File: config.mk
export PLATFORM = sky130hd
export DESIGN_NAME = mcu_sequencer
export DESIGN_NICKNAME = d
export VERILOG_FILES = /design/src/rtl/mcu_pkg.sv /design/src/rtl/mcu_pc_next.sv /design/src/rtl/mcu_sequencer.sv
export SDC_FILE = /design/constraint.sdc
export NUM_CORES = 1
export LEC_CHECK = 0
export CORE_UTILIZATION = 30
export CTS_BUF_LIST = sky130_fd_sc_hd__clkbuf_8
export DETAILED_ROUTE_END_ITERATION = 16
export GPL_TIMING_DRIVEN = 0
export SLEW_MARGIN = 20
export SYNTH_ARGS = -nofsm -noshare
export SYNTH_HDL_FRONTEND = slang
export SYNTH_SLANG_ARGS = --single-unit
export TNS_END_PERCENT = 10
File: constraint.sdc
create_clock -name clk -period 2.6 [get_ports clk]
set_clock_uncertainty 0.2 [all_clocks]
set_input_delay 0.52 -clock clk [delete_from_list [all_inputs] [get_ports clk]]
set_output_delay 0.52 -clock clk [all_outputs]
set_load 0.01 [all_outputs]
File: src/rtl/mcu_pkg.sv
// Shared definitions for the 17-bit single-bus processor sequencer.
package mcu_pkg;

  // Sequencer states; the explicit values keep the legacy 3-bit encoding.
  typedef enum logic [2:0] {
    ST_IDLE   = 3'd0,
    ST_FETCH  = 3'd1,
    ST_DECODE = 3'd2,
    ST_EXEC   = 3'd3,
    ST_MEM    = 3'd4,
    ST_WB     = 3'd5,
    ST_HALT   = 3'd6
  } state_e;

  // Branch-select codes produced by the instruction decoder.
  localparam logic [1:0] BS_INC = 2'b00;
  localparam logic [1:0] BS_BZ  = 2'b01;
  localparam logic [1:0] BS_JMP = 2'b10;
  localparam logic [1:0] BS_BN  = 2'b11;

  // Destination-mux select value that denotes a data-memory read.
  localparam logic [1:0] MD_MEM = 2'b01;

  // Opcode field value (IR[16:10]) that stops the sequencer.
  localparam logic [6:0] HALT_OPC_DEF = 7'h7F;

  // An instruction needs the MEM phase when it writes memory or loads from it.
  function automatic logic needs_mem(input logic mw, input logic [1:0] md);
    return mw | (md == MD_MEM);
  endfunction

endpackage

File: src/rtl/mcu_pc_next.sv
// Combinational next-PC unit: branch condition decode, offset sign
// extension and the PC adder. Arithmetic wraps modulo 2^PC_W.
module mcu_pc_next
  import mcu_pkg::*;
#(
  parameter int unsigned PC_W  = 8,
  parameter int unsigned OFS_W = 6
) (
  input  logic [PC_W-1:0]  pc,
  input  logic [1:0]       bs,
  input  logic             ps,
  input  logic             z,
  input  logic             n,
  input  logic [OFS_W-1:0] br_offset,
  input  logic [PC_W-1:0]  jmp_addr,
  input  logic             taken,
  output logic             take_now,
  output logic [PC_W-1:0]  pc_next
);

  logic [PC_W-1:0] ofs_ext;

  assign ofs_ext = {{(PC_W-OFS_W){br_offset[OFS_W-1]}}, br_offset};

  // Branch condition from the live flags; the caller latches it in EXEC.
  always_comb begin
    take_now = 1'b0;
    unique case (bs)
      BS_BZ:   take_now = (z == ps);
      BS_BN:   take_now = (n == ps);
      default: take_now = 1'b0;
    endcase
  end

  // Target selection using the latched decision rather than the live flags.
  always_comb begin
    pc_next = pc + PC_W'(1);
    unique case (bs)
      BS_JMP:       pc_next = jmp_addr;
      BS_BZ, BS_BN: pc_next = taken ? (pc + ofs_ext) : (pc + PC_W'(1));
      default:      pc_next = pc + PC_W'(1);
    endcase
  end

endmodule

File: src/rtl/mcu_sequencer.sv
// Fetch/decode/execute controller: owns PC and IR, gates decoder write
// strobes into single-cycle enables and handshakes with both memories.
module mcu_sequencer
  import mcu_pkg::*;
#(
  parameter int unsigned PC_W     = 8,
  parameter int unsigned OFS_W    = 6,
  parameter logic [6:0]  HALT_OPC = HALT_OPC_DEF
) (
  input  logic             clk,
  input  logic             rst,
  input  logic             start,
  output logic             imem_req,
  input  logic             imem_ack,
  input  logic [16:0]      instr_rdata,
  output logic [16:0]      ir,
  output logic [PC_W-1:0]  pc,
  input  logic [1:0]       BS,
  input  logic             PS,
  input  logic             MW,
  input  logic             RW,
  input  logic [1:0]       MD,
  input  logic             Z,
  input  logic             N,
  input  logic [OFS_W-1:0] br_offset,
  input  logic [PC_W-1:0]  jmp_addr,
  output logic             dmem_req,
  output logic             dmem_we,
  input  logic             dmem_ack,
  output logic             rw_en,
  output logic             halted,
  output logic [15:0]      retired
);

  state_e          state_q, state_d;
  logic [PC_W-1:0] pc_q, pc_d;
  logic [16:0]     ir_q, ir_d;
  logic [15:0]     retired_q, retired_d;
  logic            taken_q, taken_d;
  logic            take_now;
  logic [PC_W-1:0] pc_next;

  mcu_pc_next #(
    .PC_W  (PC_W),
    .OFS_W (OFS_W)
  ) u_pc_next (
    .pc        (pc_q),
    .bs        (BS),
    .ps        (PS),
    .z         (Z),
    .n         (N),
    .br_offset (br_offset),
    .jmp_addr  (jmp_addr),
    .taken     (taken_q),
    .take_now  (take_now),
    .pc_next   (pc_next)
  );

  // State transitions plus the PC/IR/retire-counter updates they trigger.
  always_comb begin
    state_d   = state_q;
    pc_d      = pc_q;
    ir_d      = ir_q;
    retired_d = retired_q;
    taken_d   = taken_q;
    unique case (state_q)
      ST_IDLE: begin
        if (start) state_d = ST_FETCH;
      end
      ST_FETCH: begin
        if (imem_ack) begin
          ir_d    = instr_rdata;
          state_d = ST_DECODE;
        end
      end
      ST_DECODE: begin
        state_d = (ir_q[16:10] == HALT_OPC) ? ST_HALT : ST_EXEC;
      end
      ST_EXEC: begin
        // Flags are only valid here, so the branch decision is frozen now.
        taken_d = take_now;
        state_d = needs_mem(MW, MD) ? ST_MEM : ST_WB;
      end
      ST_MEM: begin
        if (dmem_ack) state_d = ST_WB;
      end
      ST_WB: begin
        pc_d      = pc_next;
        retired_d = retired_q + 16'd1;
        state_d   = ST_FETCH;
      end
      ST_HALT: begin
        state_d = ST_HALT;
      end
      default: begin
        state_d = ST_IDLE;
      end
    endcase
  end

  // Register update with synchronous reset.
  always_ff @(posedge clk) begin
    if (rst) begin
      state_q   <= ST_IDLE;
      pc_q      <= '0;
      ir_q      <= '0;
      retired_q <= '0;
      taken_q   <= 1'b0;
    end else begin
      state_q   <= state_d;
      pc_q      <= pc_d;
      ir_q      <= ir_d;
      retired_q <= retired_d;
      taken_q   <= taken_d;
    end
  end

  // Strobes are pure state decodes, so only one request can ever be high.
  always_comb begin
    imem_req = (state_q == ST_FETCH);
    dmem_req = (state_q == ST_MEM);
    dmem_we  = (state_q == ST_MEM) & MW;
    rw_en    = (state_q == ST_WB) & RW;
    halted   = (state_q == ST_HALT);
  end

  assign ir      = ir_q;
  assign pc      = pc_q;
  assign retired = retired_q;

endmodule

==> metrics.txt <==
status=finished clean; Layout Cells excl Fill=536; Placed Instance Area=3610 um2; Total Power=1.48 mW; Antenna Nets Post-Route=0; H-tree depth=2; average instance area after synthesis=7.78 um2; DIE AREA=9010 um2; Via-to-Cell Ratio=4.94; first-pass GRT wire length=11.7 mm; Starting Density=0.312; CTS Buffer Depth=2; cell area after synthesis=2590 um2; Max Slew Vio Count=0; post-DP HPWL=5.49 mm; RSZ-0062 raised after global routing=false; Hold Path Origin=ir[2]$_SDFFE_PP0P_; crit end category=flop; Hold Fails Final Rpt=0; fillcell total=883; Core ar.=8300 um2; hold endpoint=ir[2]$_SDFFE_PP0P_; Starting DRT DRC Count=149; Wirelength per Cell=13.3 um; r2r endpoint=pc[6]$_SDFFE_PP0N_; area occupied by multi-input gates=1570 um2; root buf cell=clkbuf_8; period utilisation layout=0.990; fin nets=485; pwr/cell area=396 nW/um2; Finished Cell Area=3730 um2; CP Data Required Time=2.64 ns; flip-flop and latch count after synthesis=45; initial antenna violation count=0; EDFF count, synth=0; post-synth cell types=49; DRC violations left=0; warnings from Yosys=0; cell with the most instances after synthesis=nand2_1; clk slew on worst S/H paths=0.08 ns; asr flop ratio synth=0; post-synth top area share=0.348; Worst Reg-to-Reg Cells=8; Reg area=902 um2; Vias=2,649; total grt overflow=0; vias in the first global route=2,410; cells after synthesis=333; critical path class=in -> reg; Period minus WS final=2.57 ns; Clock Sinks=45; slew margin rel.=0.647; Crit Reg-Reg Startpoint=pc[0]$_SDFFE_PP0N_; Worst Setup Start Kind=input port; Die Wd=94.9 um; cell taking the most area after synthesis=dfxtp_1; Ports=91; crit-path max FO=3; Synth area leaders=dfxtp_1, nand2_1, a21oi_1, nor2_1, ha_1; share of cells above drive strength 1=0.0626; Die Span Y=94.9 um; CTS buffer count=5; VDD IR max=0.000279 V; MaxCap Viol Count=0; most common flop cell mapped by yosys=dfxtp_1; top cells by count, synth=nand2_1, dfxtp_1, nor2_1; count of final setup violators=0; clock latency on the worst-skew pair=0.29 ns; Seq/Total Area, Yosys=0.348; Inserted Diodes=0; largest net degree at the start of global routing=20; Slew @ Worst Pin=0.529 ns; Leakage=1.34 nW; flop2flop setup slack=0.19 ns; worst min path class=reg -> reg; Final Wtd Congestion=0.885; port bufs=89; P&R area growth vs syn=44.2%; final WL=7.15 mm; TritonCTS clock tree=done; Inst Count DP=527; DR pass1 iterations=4; CP arrival=2.61 ns; FP Rows=33; GRT Total Usage=0.165; fmax=389 MHz; Mapped Nets=388; # hold bufs at CTS=0; hold depth=2
[cells by family (layout without fill, tap and decap cells)]
group	count (synthesis)	count (layout)	share of synthesized area
AO/OA/AOI/OAI	73	73	0.177
XOR/XNOR	20	20	0.0676
adder cells (fa/ha/maj)	10	10	0.0512
buffers and inverters	27	125	0.0473
flip-flops	45	45	0.348
multiplexers	6	6	0.0237
AND/OR/NAND/NOR	152	152	0.285
[critical path, stage by stage]
cell             delay, ns
clkdlybuf4s50_1       0.41
ha_1                  0.22
inv_1                 0.08
fa_1                  0.25
nor2b_4               0.06
o31a_1                0.27
o21a_1                0.19
or4b_1                0.50
nand3_1               0.10
[power by group]
| part | switching [mW] | internal [mW] |
|---|---|---|
| clock | 0.235 | 0.183 |
| sequential | 0.0176 | 0.717 |
| combinational | 0.152 | 0.173 |
| total | 0.405 | 1.07 |
[placed cells by master, fill, tap and decap left out, types with 9 or more instances in the layout]
cell	count
nor3_1	10
ha_1	9
clkdlybuf4s50_1	88
nand2_1	58
nor2_1	32
xnor2_1	11
xor2_1	9
inv_1	10
nand3_1	12
a211oi_1	9
dfxtp_1	44
a21oi_1	31
o21ai_0	11
[how the worst max path moves through the flow]
stage,to,slack [ns],cells past startpoint,start
2_1_floorplan,pc[6]$_SDFFE_PP0N_,0.32,8,br_offset[0]
3_3_place_gp,pc[6]$_SDFFE_PP0N_,-0.22,9,br_offset[0]
3_5_place_dp,pc[6]$_SDFFE_PP0N_,-0.25,9,br_offset[0]
4_1_cts,rw_en,0.03,5,state_q[0]$_SDFFE_PP0P_
5_1_grt,pc[4]$_SDFFE_PP0N_,0.0002,9,br_offset[0]
6_report,pc[6]$_SDFFE_PP0N_,0.03,9,br_offset[0]
[cell type report]
class	count	share of cell area
multi-input combinational	261	0.421
tap	105	0.0352
buffer	16	0.0265
sequential	45	0.242
timing repair buffer	91	0.243
clock buffer	5	0.0184
inverter	10	0.0101
clock inverter	3	0.00369
[stage by stage]
step	setup TNS [ns]	hold WS, ns	worst slack, ns	util
6_report	0	0.257	0.0264	0.450
5_1_grt	0	0.285	0.000203	0.450
4_1_cts	0	0.260	0.0342	0.448
3_5_place_dp	-0.617	0.251	-0.246	0.435
3_3_place_gp	-0.526	0.242	-0.219	0.435
2_1_floorplan	0	0.281	0.316	-
[metal layers]
metal / up-vias / track usage / routed length (um)
li1: 1363 / - / -
met1: 1204 / 0.227 / 3420
met3: 4 / 0.0491 / 426
met5: - / 0 / 0
met2: 78 / 0.260 / 3280
met4: 0 / 0.0215 / 29
[registers in the layout, summed over array words and instances (netlist names)]
signal / flops
pc: 8
taken_q: 1
ir: 17
state_q: 3
retired: 16
[repair_timing]
item / CTS / global route
pin swaps: 0 / 1
setup buffers: 1 / 1
hold endpoints to repair: 0 / 0
resized for setup: 7 / 3
setup endpoints to repair: 1 / 2
Note: power is estimated with default switching activity, not from simulation.
